File: config.mk
export PLATFORM = sky130hd
export DESIGN_NAME = regfile_write_queue
export DESIGN_NICKNAME = d
export VERILOG_FILES = /design/src/rtl/regfile_write_queue.sv
export SDC_FILE = /design/constraint.sdc
export NUM_CORES = 1
export LEC_CHECK = 0
export CORE_UTILIZATION = 52
export CTS_CLUSTER_DIAMETER = 60
export DETAILED_ROUTE_END_ITERATION = 10
export PLACE_DENSITY = 0.8
export REMOVE_ABC_BUFFERS = 1
export SLEW_MARGIN = 20
export SYNTH_ARGS = -nofsm -noshare
export SYNTH_HDL_FRONTEND = slang
export SYNTH_SLANG_ARGS = --single-unit
File: constraint.sdc
create_clock -name clk -period 7.35 [get_ports clk]
set_input_delay 1.1025 -clock clk [delete_from_list [all_inputs] [get_ports clk]]
set_output_delay 1.1025 -clock clk [all_outputs]
set_load 0.1 [all_outputs]
File: src/rtl/regfile_write_queue.sv
// Write-side feeder for the register file: in-order result FIFO with an
// X31 drop filter, a registered regfile write port and two youngest-match
// forwarding lookups over pending entries plus the output stage.
module regfile_write_queue #(
  parameter int DEPTH  = 4,
  parameter int DATA_W = 64,
  parameter int ADDR_W = 5
) (
  input  logic                         clk,
  input  logic                         reset,
  input  logic                         inValid,
  output logic                         inReady,
  input  logic [ADDR_W-1:0]            inReg,
  input  logic [DATA_W-1:0]            inData,
  input  logic                         stall,
  output logic [ADDR_W-1:0]            writeReg,
  output logic [DATA_W-1:0]            writeData,
  output logic                         regWriteEnable,
  input  logic [ADDR_W-1:0]            queryReg1,
  output logic                         fwdHit1,
  output logic [DATA_W-1:0]            fwdData1,
  input  logic [ADDR_W-1:0]            queryReg2,
  output logic                         fwdHit2,
  output logic [DATA_W-1:0]            fwdData2,
  output logic [$clog2(DEPTH+1)-1:0]   count,
  output logic                         empty
);

  localparam int PTR_W = $clog2(DEPTH);
  localparam int CNT_W = $clog2(DEPTH+1);
  localparam logic [ADDR_W-1:0] ZERO_REG = ADDR_W'(31);

  logic [ADDR_W-1:0] reg_mem  [DEPTH];
  logic [DATA_W-1:0] data_mem [DEPTH];

  logic [PTR_W-1:0]  head_q, head_d;
  logic [PTR_W-1:0]  tail_q, tail_d;
  logic [CNT_W-1:0]  count_q, count_d;
  logic [ADDR_W-1:0] writeReg_q;
  logic [DATA_W-1:0] writeData_q;
  logic              regWriteEnable_q;

  logic              push;
  logic              pop;
  logic [PTR_W-1:0]  fidx;

  assign inReady        = (count_q != CNT_W'(DEPTH));
  assign count          = count_q;
  assign empty          = (count_q == '0);
  assign writeReg       = writeReg_q;
  assign writeData      = writeData_q;
  assign regWriteEnable = regWriteEnable_q;

  // Handshake decode and pointer/occupancy next-state; X31 completes the
  // handshake but never occupies a slot.
  always_comb begin
    push    = inValid && inReady && (inReg != ZERO_REG);
    pop     = (count_q != '0) && !stall;
    head_d  = head_q;
    tail_d  = tail_q;
    count_d = count_q;
    if (push) tail_d = tail_q + PTR_W'(1);
    if (pop)  head_d = head_q + PTR_W'(1);
    case ({push, pop})
      2'b10:   count_d = count_q + CNT_W'(1);
      2'b01:   count_d = count_q - CNT_W'(1);
      default: count_d = count_q;
    endcase
  end

  // Entry storage; contents need no reset since occupancy gates validity.
  always_ff @(posedge clk) begin
    if (push) begin
      reg_mem[tail_q]  <= inReg;
      data_mem[tail_q] <= inData;
    end
  end

  // Pointers, occupancy and the registered regfile write stage.
  always_ff @(posedge clk or negedge reset) begin
    if (!reset) begin
      head_q           <= '0;
      tail_q           <= '0;
      count_q          <= '0;
      writeReg_q       <= '0;
      writeData_q      <= '0;
      regWriteEnable_q <= 1'b0;
    end else begin
      head_q           <= head_d;
      tail_q           <= tail_d;
      count_q          <= count_d;
      regWriteEnable_q <= pop;
      if (pop) begin
        writeReg_q  <= reg_mem[head_q];
        writeData_q <= data_mem[head_q];
      end
    end
  end

  // Forwarding: output stage is the oldest candidate, then FIFO entries from
  // head to tail, so each later match overrides and the youngest wins.
  always_comb begin
    fwdHit1  = 1'b0;
    fwdData1 = '0;
    fwdHit2  = 1'b0;
    fwdData2 = '0;
    fidx     = head_q;
    if (regWriteEnable_q && (writeReg_q == queryReg1)) begin
      fwdHit1  = 1'b1;
      fwdData1 = writeData_q;
    end
    if (regWriteEnable_q && (writeReg_q == queryReg2)) begin
      fwdHit2  = 1'b1;
      fwdData2 = writeData_q;
    end
    for (int unsigned i = 0; i < DEPTH; i++) begin
      fidx = head_q + PTR_W'(i);
      if (CNT_W'(i) < count_q) begin
        if (reg_mem[fidx] == queryReg1) begin
          fwdHit1  = 1'b1;
          fwdData1 = data_mem[fidx];
        end
        if (reg_mem[fidx] == queryReg2) begin
          fwdHit2  = 1'b1;
          fwdData2 = data_mem[fidx];
        end
      end
    end
    if (queryReg1 == ZERO_REG) begin
      fwdHit1  = 1'b0;
      fwdData1 = '0;
    end
    if (queryReg2 == ZERO_REG) begin
      fwdHit2  = 1'b0;
      fwdData2 = '0;
    end
  end

endmodule

==> results.md <==
* I/O pin total at 288
* Post-route setup TNS at 0 ps
* First-pass GRT wire length at 119000 µm
* Setup WS post-layout at 853 ps
* Reg2reg setup slack at 3610 ps
* Largest net degree at the start of global routing at 107
* Clk_lat worst skew at 580 ps
* CORE AREA at 0.0453 mm²
* R2R Path Start: count[0]$_DFFE_PN0P_
* Synthesized area per cell at 12.6 µm²
* WHS at 518 ps
* Drt first pass iters at 9
* Register bit total from synthesis at 353
* Reg2Reg Depth at 9
* Critical Path End: fwdData2[13]
* TritonCTS clock tree: built
* Number of I/O port buffers at 287
* H-tree levels at 2
* Placer congestion estimate at 0.872
* CP Capture Type: output port
* Vias per Instance at 7.53
* Largest family of logic cells by synthesized area: multiplexers
* Dominant delay contributor by cell family on the critical path: buffers and inverters
* Max Buffers Root-to-Sink at 3
* Initial antenna violation count at 9
* Vert. Die Dim at 216 µm
* CP Class: flop to output port
* Final nets at 2147
* Post-synthesis sequential area ratio at 42.9%
* Count of final hold-check violations at 0
* Post-Synth Simple-Gate Area at 10.6%
* Xor/xnor share of the synthesized area at 2.06%
* Worst path cell trace: buf_12 -> mux4_2 -> xnor2_1 -> nand4_1 -> or2_4 -> a32oi_1 -> o31ai_1 -> clkdlybuf4s50_1
* Status: finished with violations
* Crit path buf inv count at 2
* Initial DRC Count at 3133
* Ratio of cells with drive above 1 in the final layout at 26.9%
* Ys Warns at 0
* Final worst-path cycle share at 88.4%
* Most frequent cells in the layout: 276 x edfxtp_1, 274 x mux4_2, 216 x nand2_1
* Post-synth top area cell: edfxtp_1
* Unique masters post-synth at 47
* Routed length per placed instance at 30.0 µm
* Starting Density at 52.6%
* TritonCTS Buffers at 42
* Async set-reset flop share out of synthesis at 21.8%
* Final Max Slew Viols at 0
* Tmin final at 6500 ps
* # setup viols final at 0
* Vias in the first global route at 19733
* Worst slack, placed at 1240 ps
* Worst clock skew at 29.8 ps
* Maxcap violations at 0
* Die Area at 0.0466 mm²
* Post-Syn Area at 0.0238 mm²
* Clk root buf: clkbuf_16
* Synth Flop Type: edfxtp_1
* Critical path fanouts, max at 106
* Worst slew pin tran at 1170 ps
* Top-area cell type share of the netlist area at 34.8%
* DIE WIDTH at 216 µm
* Via Count at 20317
* Fmax at 0.154 GHz
* Synth Area in Adders at 0.473%
* Post-CTS Hold Buffers at 0
* Clock sink count at 353
* Post-CTS resize count at 0
* Hold crit path type: input port to async pin
* Commonest non-fill, non-tap cell in the layout: edfxtp_1
* Post-CTS setup buffer count at 0
* Worst Setup Start Kind: flop
* CP Data Required Time at 6250 ps
* Overall Global Routing Usage at 34.0%
* Dpl hpwl at 47000 µm
* Max_slew headroom at 22.0%
* RSZ-0062 raised after global routing: no
* WP depth at 8
* Compound-Gate Fraction of Synth Area at 13.5%
* Worst EP arrival at 5390 ps
* Grt total ovfl at 0
* DRC Markers at 1
* Worst path slowest cell: clkdlybuf4s50_1
* Top cells by area, synth: edfxtp_1 35%, mux4_2 26%, dfrtp_1 8.1%, o31ai_1 4.0%, nand2_1 3.4%
* Multiplexer share of the synthesized area at 26.2%
* Row cnt at 78
* CP max stage delay at 1210 ps
* Synthesized instance count at 1891
* Clk slew on worst S/H paths at 60 ps
* Failing checks: design-rule violations
* Critical R2R Capture: count[2]$_DFFE_PN0P_
* CP Launch Point: head_q[0]$_DFFE_PN0P_
* Routed wire length at 81000 µm
* Post-synth EDFFs at 276
* DP Area at 0.0268 mm²
* Layout area overhead at 18.6%
* Fin area at 0.0282 mm²
* Post-DRT Antenna Nets at 0
## how the worst min path moves through the flow
stage | startpoint | end | slack (ps) | depth (start not counted)
floorplan | tail_q[1]$_DFFE_PN0P_ | tail_q[1]$_DFFE_PN0P_ | 580 | 2
global placement | writeData[53]$_DFFE_PN0P_ | writeData[53]$_DFFE_PN0P_ | 510 | 2
detailed placement | writeData[53]$_DFFE_PN0P_ | writeData[53]$_DFFE_PN0P_ | 520 | 2
CTS | reset | writeReg[2]$_DFFE_PN0P_ | 510 | 1
global route | reset | writeReg[2]$_DFFE_PN0P_ | 540 | 1
finish | reset | writeReg[2]$_DFFE_PN0P_ | 520 | 1
## synth_stat cells, types with 9 or more instances
master / count
buf_2: 73
nor2_1: 198
a221oi_1: 64
xor2_1: 28
or2_2: 65
buf_6: 10
a22oi_1: 64
ha_1: 9
a311oi_1: 64
o31ai_1: 128
mux4_2: 274
nand2_1: 218
buf_1: 14
xnor2_1: 28
clkbuf_1: 114
dfrtp_1: 77
edfxtp_1: 276
nand3_1: 69
a32oi_1: 64
## worst register-to-register path, delay by kind of cell (launching register included)
family	cells	cell delay (ps)
flops	1	490
buf+inv	2	1270
fa+ha+maj	2	840
mux	1	160
xor+xnor	1	130
simple gates	3	710
## cell families after synthesis
family          after synthesis
compound gates              396
flops                       353
xor+xnor                     56
mux                         277
simple gates                578
buf+inv                     222
fa+ha+maj                     9
## flip-flops by register name (all words and copies together), names as in the netlist
name and count:
writeData 64, tail_q 2, regWriteEnable 1, data_mem 256, writeReg 5, head_q 2
count 3, reg_mem 20
## per-layer routing
| metal | wire length, µm | vias up | global-route usage, % |
|---|---|---|---|
| li1 | - | 8071 | - |
| met2 | 36800 | 1886 | 51.6 |
| met3 | 11400 | 492 | 9.03 |
| met1 | 27400 | 9866 | 44.2 |
| met5 | 11 | - | 0 |
| met4 | 5310 | 2 | 20.1 |
## area by class of cell
class | count | area, µm²
clock inverter | 27 | 310
sequential | 353 | 10200
tap | 600 | 751
multi-input combinational | 1316 | 12700
timing repair buffer | 335 | 3120
clock buffer | 51 | 1100
antenna | 8 | 20.0
fill | 3389 | 17100
inverter | 7 | 27.5
## metrics by stage
step / instances / utilization (%)
global route: 2697 / 62.3
finish: 2697 / 62.3
floorplan: 1676 / -
global placement: 2611 / 59.2
detailed placement: 2611 / 59.2
CTS: 2689 / 62.3
Power is left out: the tool's default activity adds up to more than one toggle a clock period on the data nets, which glitch-free logic cannot reach.
